[src/rtl/fetch_sequencer_if.sv]
// rtl/fetch_sequencer_if.sv - instruction-memory and IR handshake bundle for fetch_sequencer
//
// Signals:
//   mem_addr  : fetch address to instruction memory
//   mem_req   : fetch request qualifier
//   mem_rdata : instruction word returned by memory
//   ir        : latched instruction offered to the control unit
//   ir_pc     : address the offered instruction came from
//   ir_valid  : ir holds an undelivered instruction
//   ir_ready  : control unit accepts ir this cycle
// Modports: master = sequencer side, slave = memory/control-unit side.
interface fetch_sequencer_if #(
    parameter int ADDR_W  = 16,
    parameter int INSTR_W = 16
);
    logic [ADDR_W-1:0]  mem_addr;
    logic               mem_req;
    logic [INSTR_W-1:0] mem_rdata;
    logic [INSTR_W-1:0] ir;
    logic [ADDR_W-1:0]  ir_pc;
    logic               ir_valid;
    logic               ir_ready;

    modport master (
        output mem_addr, mem_req, ir, ir_pc, ir_valid,
        input  mem_rdata, ir_ready
    );

    modport slave (
        input  mem_addr, mem_req, ir, ir_pc, ir_valid,
        output mem_rdata, ir_ready
    );
endinterface

[src/rtl/fetch_sequencer.sv]
// rtl/fetch_sequencer.sv - multicycle instruction-fetch controller with redirect and halt
//
// Ports:
//   clk            : clock, all state updates on rising edge
//   reset          : synchronous active-high reset
//   bus            : fetch_sequencer_if.master (memory address/request/data, IR valid/ready)
//   redirect_valid : load redirect_pc and discard any in-flight or held fetch
//   redirect_pc    : redirect target
//   halt           : stop issuing new fetches
//   pc             : current fetch PC
//   halted         : sequencer is parked in HALTED
//   fetch_count    : completed IR handshakes, wraps
module fetch_sequencer #(
    parameter int ADDR_W      = 16,
    parameter int INSTR_W     = 16,
    parameter int MEM_LATENCY = 0,
    parameter int RESET_PC    = 0,
    parameter int CNT_W       = 16
) (
    input  logic                clk,
    input  logic                reset,
    fetch_sequencer_if.master   bus,
    input  logic                redirect_valid,
    input  logic [ADDR_W-1:0]   redirect_pc,
    input  logic                halt,
    output logic [ADDR_W-1:0]   pc,
    output logic                halted,
    output logic [CNT_W-1:0]    fetch_count
);

    // Wait counter only needs to reach MEM_LATENCY; keep at least one bit.
    localparam int WAIT_W = (MEM_LATENCY > 0) ? $clog2(MEM_LATENCY + 1) : 1;
    localparam logic [WAIT_W-1:0] LAT_LAST  = WAIT_W'(MEM_LATENCY);
    localparam logic [ADDR_W-1:0] PC_RESET  = ADDR_W'(RESET_PC);

    typedef enum logic [1:0] {
        ST_FETCH  = 2'd0,
        ST_HOLD   = 2'd1,
        ST_HALTED = 2'd2
    } state_t;

    state_t              state_q, state_d;
    logic [ADDR_W-1:0]   pc_q, pc_d;
    logic [INSTR_W-1:0]  ir_q, ir_d;
    logic [ADDR_W-1:0]   ir_pc_q, ir_pc_d;
    logic                ir_valid_q, ir_valid_d;
    logic [CNT_W-1:0]    count_q, count_d;
    logic [WAIT_W-1:0]   wait_q, wait_d;
    logic                halted_q, halted_d;

    always_ff @(posedge clk) begin
        if (reset) begin
            state_q    <= ST_FETCH;
            pc_q       <= PC_RESET;
            ir_q       <= '0;
            ir_pc_q    <= '0;
            ir_valid_q <= 1'b0;
            count_q    <= '0;
            wait_q     <= '0;
            halted_q   <= 1'b0;
        end else begin
            state_q    <= state_d;
            pc_q       <= pc_d;
            ir_q       <= ir_d;
            ir_pc_q    <= ir_pc_d;
            ir_valid_q <= ir_valid_d;
            count_q    <= count_d;
            wait_q     <= wait_d;
            halted_q   <= halted_d;
        end
    end

    always_comb begin
        state_d    = state_q;
        pc_d       = pc_q;
        ir_d       = ir_q;
        ir_pc_d    = ir_pc_q;
        ir_valid_d = ir_valid_q;
        count_d    = count_q;
        wait_d     = wait_q;

        if (redirect_valid) begin
            // Redirect wins over a same-cycle handshake and over halt; the
            // held word is dropped without being counted.
            pc_d       = redirect_pc;
            ir_valid_d = 1'b0;
            wait_d     = '0;
            state_d    = ST_FETCH;
        end else begin
            case (state_q)
                ST_FETCH: begin
                    // halt is only honoured before the memory access starts.
                    if (wait_q == '0 && halt) begin
                        state_d = ST_HALTED;
                    end else if (wait_q == LAT_LAST) begin
                        ir_d       = bus.mem_rdata;
                        ir_pc_d    = pc_q;
                        ir_valid_d = 1'b1;
                        pc_d       = pc_q + ADDR_W'(1);
                        wait_d     = '0;
                        state_d    = ST_HOLD;
                    end else begin
                        wait_d = wait_q + WAIT_W'(1);
                    end
                end
                ST_HOLD: begin
                    if (ir_valid_q && bus.ir_ready) begin
                        ir_valid_d = 1'b0;
                        count_d    = count_q + CNT_W'(1);
                        state_d    = halt ? ST_HALTED : ST_FETCH;
                    end
                end
                ST_HALTED: begin
                    state_d = ST_HALTED;
                end
                default: begin
                    state_d = ST_FETCH;
                end
            endcase
        end

        halted_d = (state_d == ST_HALTED);
    end

    assign bus.mem_addr = pc_q;
    assign bus.mem_req  = (state_q == ST_FETCH) && !reset;
    assign bus.ir       = ir_q;
    assign bus.ir_pc    = ir_pc_q;
    assign bus.ir_valid = ir_valid_q;

    assign pc          = pc_q;
    assign halted      = halted_q;
    assign fetch_count = count_q;

endmodule

[src/flat_wrapper.sv]
// flat-port wrapper written by rule: the top's interface ports become plain ports
module fetch_sequencer_flat 
#(
    parameter int ADDR_W      = 16,
    parameter int INSTR_W     = 16,
    parameter int MEM_LATENCY = 0,
    parameter int RESET_PC    = 0,
    parameter int CNT_W       = 16
)
  (clk, reset, redirect_valid, redirect_pc, halt, pc, halted, fetch_count, bus_mem_addr, bus_mem_req, bus_ir, bus_ir_pc, bus_ir_valid, bus_mem_rdata, bus_ir_ready);
  fetch_sequencer_if #(.ADDR_W(ADDR_W), .INSTR_W(INSTR_W)) bus_i ();
  input  logic clk;
  input  logic reset;
  input  logic redirect_valid;
  input  logic [ADDR_W-1:0] redirect_pc;
  input  logic halt;
  output logic [ADDR_W-1:0] pc;
  output logic halted;
  output logic [CNT_W-1:0] fetch_count;
  output wire logic [$bits(bus_i.mem_addr)-1:0] bus_mem_addr;
  output wire logic [$bits(bus_i.mem_req)-1:0] bus_mem_req;
  output wire logic [$bits(bus_i.ir)-1:0] bus_ir;
  output wire logic [$bits(bus_i.ir_pc)-1:0] bus_ir_pc;
  output wire logic [$bits(bus_i.ir_valid)-1:0] bus_ir_valid;
  input wire logic [$bits(bus_i.mem_rdata)-1:0] bus_mem_rdata;
  input wire logic [$bits(bus_i.ir_ready)-1:0] bus_ir_ready;
  assign bus_mem_addr = bus_i.mem_addr;
  assign bus_mem_req = bus_i.mem_req;
  assign bus_ir = bus_i.ir;
  assign bus_ir_pc = bus_i.ir_pc;
  assign bus_ir_valid = bus_i.ir_valid;
  assign bus_i.mem_rdata = bus_mem_rdata;
  assign bus_i.ir_ready = bus_ir_ready;
  fetch_sequencer #(.ADDR_W(ADDR_W), .INSTR_W(INSTR_W), .MEM_LATENCY(MEM_LATENCY), .RESET_PC(RESET_PC), .CNT_W(CNT_W)) u_core (.clk(clk), .reset(reset), .bus(bus_i), .redirect_valid(redirect_valid), .redirect_pc(redirect_pc), .halt(halt), .pc(pc), .halted(halted), .fetch_count(fetch_count));
endmodule
[config.mk]
export PLATFORM = sky130hd
export DESIGN_NAME = fetch_sequencer_flat
export DESIGN_NICKNAME = d
export VERILOG_FILES = /design/src/rtl/fetch_sequencer_if.sv /design/src/rtl/fetch_sequencer.sv /design/src/flat_wrapper.sv
export SDC_FILE = /design/constraint.sdc
export NUM_CORES = 1
export LEC_CHECK = 0
export CORE_ASPECT_RATIO = 0.8
export CORE_MARGIN = 10
export CORE_UTILIZATION = 39
export DETAILED_ROUTE_END_ITERATION = 8
export GPL_ROUTABILITY_DRIVEN = 0
export PLACE_DENSITY = 0.76
export SLEW_MARGIN = 25
export SYNTH_ARGS = -nofsm -noshare
export SYNTH_HDL_FRONTEND = slang
export SYNTH_SLANG_ARGS = --single-unit
export TNS_END_PERCENT = 20
[constraint.sdc]
create_clock -name clk -period 1.9 [get_ports clk]
set_input_delay 0.475 -clock clk [delete_from_list [all_inputs] [get_ports clk]]
set_output_delay 0.475 -clock clk [all_outputs]
set_load 0.05 [all_outputs]
==> impl_metrics.csv <==
group,metric,value,unit
setup_path,r2r_start,"u_core.state_q[0]",
placement,placed_area,4340,um^2
synth,synth_edf_count,0,
grt,grt_usage,15.9,%
floorplanning,start_util,40.8,%
clock_tree,cts_tree,"built",
routing,drt_pass1_iterations,4,
power,fin_total_pwr,3.50,mW
grt,grt_pass1_wl,15500,um
timing,fin_crit,1.92,ns
floorplanning,core,7530,um^2
synth,ys_seq_area_share,44.3,%
routing,drtIter0Drc,171,
setup_path,critical_path.startpoint,"redirect_valid",
timing,slew_headroom,73.3,%
clock_tree,cts_made_buffers,9,
routing,via_per_inst,5.02,
timing,fmax,522,MHz
floorplanning,ioPinCount,120,
setup_path,reg2reg_slack,0.06,ns
run,cap_violations,0,
placement,pre_cts_slack,-0.530,ns
layout,layout.nets,547,
synth,synth_top_area_cell,"dfxtp_1",
min_path,hp-class,"flop to flop",
timing,finClkSkew,0.0119,ns
clock_tree,clkSlewWorstSetupHoldPaths,0.07,ns
setup_path,required,2.19,ns
routing,route.detailed.drc,0,
run_status,status,"complete, but fails checks",
setup_path,slowest_delay,0.53,ns
layout,fill_cells,683,
min_path,hold_path_depth,2,
placement,io_buffers,119,
synth,synth_nets,424,
setup_path,path_cells,"dlygate4sd2_1 -> or3b_4 -> or4_4 -> or4_1 -> nand2_1",
synth,syn_inst,385,
floorplanning,placementRows,28,
grt,grt.overflow.total,0,
setup_path,critPathLaunchType,"input port",
setup_path,critPathMaxFanout,5,
routing,vias,3101,
clock_tree,cts-htree-levels,3,
clock_tree,clk_path_buf_depth,2,
synth,ys_seq_elements,68,
power,power.density,756,nW/um^2
timing,slew_violations,0,
layout,register_area,1370,um^2
floorplanning,die_w,119,um
synth,synth_flop_cell,"dfxtp_1",
min_path,hold_path_end,"u_core.bus.ir_pc[14]",
placement,dp_hpwl,7210,um
clock_tree,clkLatencyLatePin,0.34,ns
setup_path,path_class,"input port to flop",
power,p_leak,1.89,nW
synth,synthesis.area,3070,um^2
synth,synth.avg_cell_area,7.98,um^2
synth,synth.area.top_cells,"dfxtp_1, nand2_1, a21oi_1, buf_4, clkbuf_1",
run_status,violations,"negative setup slack",
floorplanning,fp.dieArea,11800,um^2
routing,wire_per_inst,15.7,um
clock_tree,clkSinkCount,68,
timing,period_share,101,%
timing,rsz0062_at_grt,"true",
grt,grt_max_degree,40,
layout,multiInputGateArea,1540,um^2
layout,final_layout_size_suffix_gt1_share,30.0,%
synth,yosysUniqueCellTypes,35,
setup_path,crit_path_top_delay_cell,"or4_4",
timing,whs,0.456,ns
power,ir_drop,367,uV
layout,area_growth_syn_to_layout,50.7,%
timing,setup_violations,1,
timing,hold_viol,0,
setup_path,critPathCaptureType,"flop",
synth,synth_top_area_share,44.3,%
clock_tree,cts_hold_buf,0,
min_path,worstHoldStart,"u_core.bus.ir_pc[14]",
layout,n_antenna_cell,0,
setup_path,r2r_cells,4,
clock_tree,root_buffer,"clkbuf_8",
layout,design_area,4630,um^2
timing,worst_slew_pin_slew,0.400,ns
grt,antenna_found_initial,0,
setup_path,rr_endpoint,"u_core.fetch_count[14]",
synth,async_flop_share,0,%
synth,synth_warnings,0,
timing,setup_slack,-0.0160,ns
routing,ant_nets,0,
setup_path,crit_arrival,2.20,ns
floorplanning,die_h,99.4,um
grt,first_global_vias,3073,
routing,drt_wl_total,9700,um
[report_power, final]
group          leakage [nW]  internal [mW]  total (mW)  switching (mW)
clock                0.0938          0.646        1.18           0.530
combinational          1.24          0.300       0.789           0.489
sequential            0.558           1.48        1.53          0.0524
[metrics by stage]
stage | util [%] | instances | setup TNS (ns)
global placement | 57.6 | 600 | -17.09
global route | 61.4 | 618 | -0.0405
finish | 61.4 | 618 | -0.0160
detailed placement | 57.6 | 600 | -22.94
floorplan | - | 385 | -0.635
CTS | 61.2 | 618 | 0
[worst max path at each step]
stage,slack [ns],end
CTS,0.008,u_core.fetch_count[14]
finish,-0.02,u_core.fetch_count[14]
global route,-0.03,u_core.fetch_count[14]
global placement,-0.50,u_core.fetch_count[14]
floorplan,-0.12,u_core.fetch_count[14]
detailed placement,-0.53,u_core.fetch_count[14]
[synth_stat cells, types with 3 or more instances]
| library cell | count |
|---|---|
| nor4_1 | 10 |
| or4_1 | 3 |
| nor4b_1 | 3 |
| a21oi_1 | 51 |
| or3_1 | 11 |
| xor2_1 | 7 |
| clkbuf_1 | 24 |
| xnor2_1 | 10 |
| o21a_1 | 9 |
| dfxtp_1 | 68 |
| nand4_1 | 8 |
| nand3_1 | 10 |
| nor3_1 | 8 |
| nor2b_1 | 4 |
| nor2_1 | 14 |
| nand2_1 | 77 |
| inv_1 | 15 |
| o21ai_0 | 11 |
| mux2i_1 | 5 |
| buf_4 | 16 |
[layout make-up]
class | instances | share of cell area (%)
clock buffers | 13 | 3.22
clock inverters | 3 | 1.00
inverters | 15 | 1.22
multi-input cells | 262 | 33.2
flip-flops and latches | 68 | 29.7
well taps | 105 | 2.84
repair buffers | 152 | 28.9
[sequential cells by signal, summed over array words and instances (netlist names)]
register and flops:
u_core.bus.ir 16, u_core.bus.ir_pc 16, u_core.bus.mem_addr 16, u_core.fetch_count 16, u_core.state_q 2, u_core.bus.ir_valid 1
u_core.halted 1
[worst max-delay path: cells and delay by family]
kind	cells	cell delay [ns]
and+or+nand+nor	4	1.49
buffers and inverters	1	0.24
[placed cells by master (no fill, tap or decap), types with 3 or more instances in the layout]
| cell type | n |
|---|---|
| nand3_1 | 10 |
| inv_1 | 15 |
| nand2_1 | 76 |
| or3_1 | 9 |
| nor2_1 | 13 |
| clkbuf_1 | 3 |
| mux2i_1 | 5 |
| dlygate4sd2_1 | 3 |
| xnor2_1 | 10 |
| buf_4 | 107 |
| nand4_1 | 8 |
| nor2b_1 | 4 |
| nor4_1 | 4 |
| o21a_1 | 9 |
| clkbuf_8 | 10 |
| nor3_1 | 7 |
| o21ai_0 | 9 |
| dfxtp_2 | 4 |
| nor4_2 | 5 |
| a21oi_1 | 51 |
| buf_12 | 9 |
| nor4b_1 | 3 |
| clkdlybuf4s50_1 | 32 |
| dfxtp_1 | 62 |
| xor2_1 | 7 |
[layer usage]
layer	wire, um	track usage, %	up-vias
met5	0	0	-
met4	103	3.75	0
met3	897	7.97	9
met2	4380	24.7	108
met1	4310	19.2	1435
li1	-	-	1549
[cell families after synthesis]
logic type	after synthesis	share of synthesized area, %
compound gates	76	13.6
xor+xnor	17	4.85
fa+ha+maj	2	0.815
buf+inv	56	8.84
flops	68	44.3
mux	6	2.00
simple gates	160	25.6
[repair_timing]
action | in CTS | in global routing
buffers inserted | 1 | 0
gates cloned | 1 | 0
pin swaps | 4 | 0
endpoints found under the setup margin | 47 | 5
gates resized for setup | 17 | 4
No activity file was read; power rests on OpenSTA's default activity.
==> RTL change 1: new RTL, config.mk and constraints unchanged <==
`MEM_LATENCY` is set to 0 in 2 places; all go to 1.
--- a/src/rtl/fetch_sequencer.sv
+++ b/src/rtl/fetch_sequencer.sv
@@ -14,5 +14,5 @@
     parameter int ADDR_W      = 16,
     parameter int INSTR_W     = 16,
-    parameter int MEM_LATENCY = 0,
+    parameter int MEM_LATENCY = 1,
     parameter int RESET_PC    = 0,
     parameter int CNT_W       = 16
--- a/src/flat_wrapper.sv
+++ b/src/flat_wrapper.sv
@@ -4,5 +4,5 @@
     parameter int ADDR_W      = 16,
     parameter int INSTR_W     = 16,
-    parameter int MEM_LATENCY = 0,
+    parameter int MEM_LATENCY = 1,
     parameter int RESET_PC    = 0,
     parameter int CNT_W       = 16
Formal check against the unedited RTL: not equivalent (Yosys sat finds a counterexample within 4 cycles, from zero or initial values and one cycle with reset high).
==> RTL change 1 against the unedited design <==
Setup slack gained 0.11 ns. Area after synthesis up 0.98%. Routed wire length shrank 1.2%. Sequential cell count increased by 1. Synthesized cell count decreased by 3.6%. Cell area up 3.9%. Core utilization grew 2.1 points. Total power rose by 10%. Critical path type is now flip-flop to flip-flop. Largest power group is now the clock network.
==> RTL change 1: results (changes against the unedited design) <==
Global route
  • Global-route wire length before repair: 15690 um (was 15530 um)
  • Met2 usage in global routing: 0.2656 (was 0.2467)
  • Largest net degree at the start of global routing: 33 (was 40)
  • Met3 usage: 0.06554 (was 0.07966)
  • Met1 usage: 0.1865 (was 0.1919)
  • Vias in the first global route: 3098 (was 3073)

Pwr
  • LEAKAGE: 1.855 nW (was 1.888 nW)
  • VDD IR max: 0.4214 mV (was 0.3667 mV)

Yosys
  • Synth Area in Adders: 0.008071 (was 0.008150)
  • Top post-synthesis cells by count: 76 x nand2_1, 69 x dfxtp_1, 40 x a21oi_1 (was 77 x nand2_1, 68 x dfxtp_1, 51 x a21oi_1)
  • Post-synthesis cell type count: 43 (was 35)
  • Syn Area/Cell: 8.357 sq um (was 7.975 sq um)
  • Top post-synthesis cells by area: dfxtp_1 45%, nand2_1 9.2%, a21oi_1 6.5% (was dfxtp_1 44%, nand2_1 9.4%, a21oi_1 8.3%)
  • Sequential-to-total area share from yosys stat: 0.4455 (was 0.4434)
  • Post-synth net total: 410 (was 424)
  • Post-Synth XOR/XNOR Area: 0.05932 (was 0.04849)

Hold path
  • Worst Hold End: u_core.bus.ir_pc[12] (was u_core.bus.ir_pc[14])
  • Hold wc startpoint: u_core.bus.ir_pc[12] (was u_core.bus.ir_pc[14])

Final layout
  • Bufs w/o clock: 153 (was 152)
  • CLK BUF: 11 (was 13)
  • Final std cells w/o fill: 606 (was 618)
  • Non-clock buffering overhead: 0.3119 (was 0.2885)
  • Multi-input gates: 256 (was 262)
  • Ratio of cells with drive above 1 in the final layout: 0.2934 (was 0.3002)
  • Sequential cell count: 69 (was 68)
  • Clk cell area share: 0.05832 (was 0.04218)
  • Fillers: 661 (was 683)
  • Seq area share: 0.2874 (was 0.2969)
  • Final net count: 535 (was 547)

Critical path
  • Crit-path max cell delay: 0.46 ns (was 0.53 ns)
  • Slowest cell on crit path: dfxtp_1 (was or4_4)
  • Critical path arrival: 2.04 ns (was 2.20 ns)
  • Crit path to: u_core.bus.mem_addr[12] (was u_core.fetch_count[14])
  • Crit Reg-Reg Startpoint: u_core.bus.mem_addr[1] (was u_core.state_q[0])

STA
  • WHS: 0.4571 ns (was 0.4555 ns)
  • Clk_skew: 0.009537 ns (was 0.01189 ns)
  • Slew at the pin with the worst max-slew slack: 0.4073 ns (was 0.4005 ns)

Run status
  • Status: complete, no violations (was finished, violations left)

Placement
  • Post-DP Area: 4512 sq um (was 4342 sq um)

Drt
  • Vias per cell: 5.084 (was 5.018)
  • WL met2: 4639 um (was 4381 um)
  • Met1 Routed Length: 4231 um (was 4312 um)
  • Met3 wire len: 663 um (was 897 um)
  • DR WL/cell: 15.81 um (was 15.69 um)
  • Initial drt markers: 152 (was 171)

CTS
  • Setup bufs post-CTS: 0 (was 1)
## RTL change 1: repair_timing
item / 4_1_cts / 5_1_grt
gates resized for setup: 1 / 2
setup endpoints to repair: 1 / 2
hold buffers: 0 / 0
## RTL change 1: worst reg2reg max path, cell delays in order, from the launching register on
cell and delay, ns:
dfxtp_1 0.46, ha_1 0.22, nand4bb_2 0.30, nor4_2 0.37, xnor2_1 0.11, a211oi_1 0.26
## RTL change 1: cell families after synthesis
logic type / Yosys count
simple gates: 162
compound gates: 71
flops: 69
buf+inv: 46
xor+xnor: 21
fa+ha+maj: 2
## RTL change 1: where the power goes
part	internal [mW]	switching [mW]
Clock	1.08	0.555
Combinational	0.297	0.395
Sequential	1.48	0.0406
## RTL change 1: through the flow
stage,setup WS (ns),utilization,power [mW]
CTS,0.05899,0.6339,3.897
global placement,-0.2533,0.5962,2.244
global route,-0.008386,0.6351,3.995
finish,0.09733,0.6351,3.853
detailed placement,-0.2844,0.5962,2.254
floorplan,-0.1996,-,1.935
==> RTL change 2: new RTL, config.mk and constraints unchanged <==
Made on the original files. Register the output `fetch_count` once more, cleared by the reset; this adds one clock of latency there. The other outputs are not delayed to match.
--- a/src/rtl/fetch_sequencer.sv
+++ b/src/rtl/fetch_sequencer.sv
@@ -131,5 +131,11 @@
     assign pc          = pc_q;
     assign halted      = halted_q;
-    assign fetch_count = count_q;
+    always_ff @(posedge clk) begin
+        if (reset) begin
+            fetch_count <= '0;
+        end else begin
+            fetch_count <= count_q;
+        end
+    end
 
 endmodule
Formal check against the unedited RTL: not equivalent (a bounded check fails within 4 cycles, from zero or initial values and one cycle with reset high).
==> RTL change 2 against the unedited design <==
Global-route usage shrank 1.8 points. Cell area grew 8.5%. Die area grew 11%. Setup slack gained 0.094 ns. Sequential power grew 22%. Total power grew 15%. Sequential cell count grew 16. Routed wire length shrank 0.44%. Area after synthesis grew 14%. Critical endpoint is now u_core.bus.mem_addr[14].
==> RTL change 2: results (changes against the unedited design) <==
Placement
  • Port Buffers: 119 (unchanged)
  • Post-DP Area: 4780 sq um (was 4342 sq um)
  • HPWL after DPL: 7246 um (was 7212 um)

Hold path
  • Worst hold path class: flip-flop to flip-flop (unchanged)

Critical path
  • Slowest cell on crit path: or4b_4 (was or4_4)
  • Crit Path Class: flip-flop to flip-flop (was primary input to flip-flop)
  • Critical path arrival: 2.06 ns (was 2.20 ns)
  • Setup slack on the worst flop-to-flop path: 0.08 ns (was 0.06 ns)
  • Reg-to-Reg End: u_core.bus.mem_addr[14] (was u_core.fetch_count[14])
  • Crit Reg-Reg Startpoint: u_core.bus.mem_addr[0] (was u_core.state_q[0])

Yosys
  • Sequential-to-total area share from yosys stat: 0.4810 (was 0.4434)
  • Top post-synthesis cells by area: dfxtp_1 48%, nand2_1 8.4%, a21oi_1 5.6% (was dfxtp_1 44%, nand2_1 9.4%, a21oi_1 8.3%)
  • Top post-synthesis cells by count: 84 x dfxtp_1, 78 x nand2_1, 39 x a21oi_1 (was 77 x nand2_1, 68 x dfxtp_1, 51 x a21oi_1)
  • Post-synth net total: 438 (was 424)
  • Yosys warnings: 0 (unchanged)
  • Fraction of registers with async set/reset: 0 (unchanged)
  • Post-synthesis compound-gate area fraction: 0.1081 (was 0.1361)
  • Synth Area in Adders: 0.007158 (was 0.008150)
  • Post-synthesis mux area share: 0.02219 (was 0.01997)
  • Post-synthesis cell type count: 46 (was 35)
  • Post-Synth XOR/XNOR Area: 0.04009 (was 0.04849)

Pwr
  • Pwr dens: 804.8 nW/um^2 (was 756.2 nW/um^2)
  • VDD IR max: 0.4457 mV (was 0.3667 mV)
  • LEAKAGE: 1.997 nW (was 1.888 nW)

Final layout
  • Final net count: 567 (was 547)
  • Fillers: 770 (was 683)
  • Ratio of cells with drive above 1 in the final layout: 0.2927 (was 0.3002)
  • Multi-input gate area: 1554 sq um (was 1535 sq um)

Global route
  • Total GRT Usage: 0.1409 (was 0.1587)
  • Global-route wire length before repair: 15700 um (was 15530 um)
  • Vias in the first global route: 3153 (was 3073)
  • Largest net degree at the start of global routing: 85 (was 40)

CTS
  • Max clock buf depth: 2 (unchanged)

Drt
  • Initial drt markers: 227 (was 171)
  • DR WL/cell: 14.96 um (was 15.69 um)
  • Vias per cell: 4.854 (was 5.018)

STA
  • Clk_skew: 0.005477 ns (was 0.01189 ns)
  • WHS: 0.4568 ns (was 0.4555 ns)
  • Relative slew slack: 0.7263 (was 0.7330)

Run status
  • Status: complete, no violations (was finished, violations left)
RTL change 2: cell count changes after synthesis, sizes merged, moves of 6 or more:
cell / before / now
or3: 11 / 4
a21oi: 51 / 39
clkbuf: 24 / 14
a211oi: 1 / 8
inv: 15 / 7
o21ai: 11 / 5
dfxtp: 68 / 84
buf: 17 / 23
o21a: 9 / 0
nor2: 14 / 36
nor2b: 4 / 14
RTL change 2: power by group:
group	switching (mW)	total [mW]	internal, mW
Sequential	0.0537	1.87	1.81
Clock	0.616	1.39	0.776
Combinational	0.484	0.779	0.295
Total	1.15	4.04	2.89
RTL change 2: per-stage QoR:
step	power, mW	cells	setup slack [ns]
3_5_place_dp	2.693	626	-0.4556
6_report	4.039	645	0.07841
5_1_grt	4.207	645	0.02052
3_3_place_gp	2.683	626	-0.3912
4_1_cts	4.087	643	0.04881
2_1_floorplan	2.390	399	-0.09252
RTL change 2: logic make-up (layout without fill, tap and decap cells):
kind of cell / Yosys count / count (layout)
flip-flops: 84 / 84
AO/OA/AOI/OAI: 62 / 62
XOR/XNOR: 16 / 16
AND/OR/NAND/NOR: 183 / 183
buffers and inverters: 45 / 179
adder cells (fa/ha/maj): 2 / 2
multiplexers: 7 / 7
RTL change 2: how the worst min path moves through the flow:
stage | startpoint | endpoint | cells after the start
final | u_core.bus.ir_pc[7] | u_core.bus.ir_pc[7] | 2
after global routing | u_core.bus.ir_pc[7] | u_core.bus.ir_pc[7] | 2
after CTS | u_core.bus.ir[15] | u_core.bus.ir[15] | 2
after detailed placement | u_core.bus.ir[15] | u_core.bus.ir[15] | 2
after global placement | u_core.bus.ir[5] | u_core.bus.ir[5] | 2
after floorplan | u_core.count_q[7] | u_core.fetch_count[7] | 2
RTL change 2: per-layer routing:
layer,vias up,track usage,share of wire
met5,-,0,0
met4,0,0.03653,0.0094
met3,6,0.06061,0.080
met2,93,0.2274,0.46
met1,1437,0.1684,0.45
li1,1595,-,-
RTL change 2: critical path, delay by kind of cell (launching register included):
| family | cells | cell delay, ns |
|---|---|---|
| AOI/OAI and AO/OA | 2 | 0.66 |
| DFF | 1 | 0.35 |
| adders and majority gates | 1 | 0.17 |
| and+or+nand+nor | 1 | 0.53 |
RTL change 2: area by class of cell:
class | instances | share of cell area
flip-flops and latches | 84 | 0.3371
inverters | 8 | 0.005984
clock buffers | 12 | 0.02892
clock inverters | 4 | 0.01446
well taps | 112 | 0.02792
multi-input cells | 270 | 0.3096
repair buffers | 155 | 0.2760
RTL change 2: what timing repair did:
action | CTS | global route
buffers inserted | 1 | 2
pin swaps | 3 | 0
hold buffers | 0 | 0
resized for setup | 1 | 0
setup endpoints to repair | 5 | 1
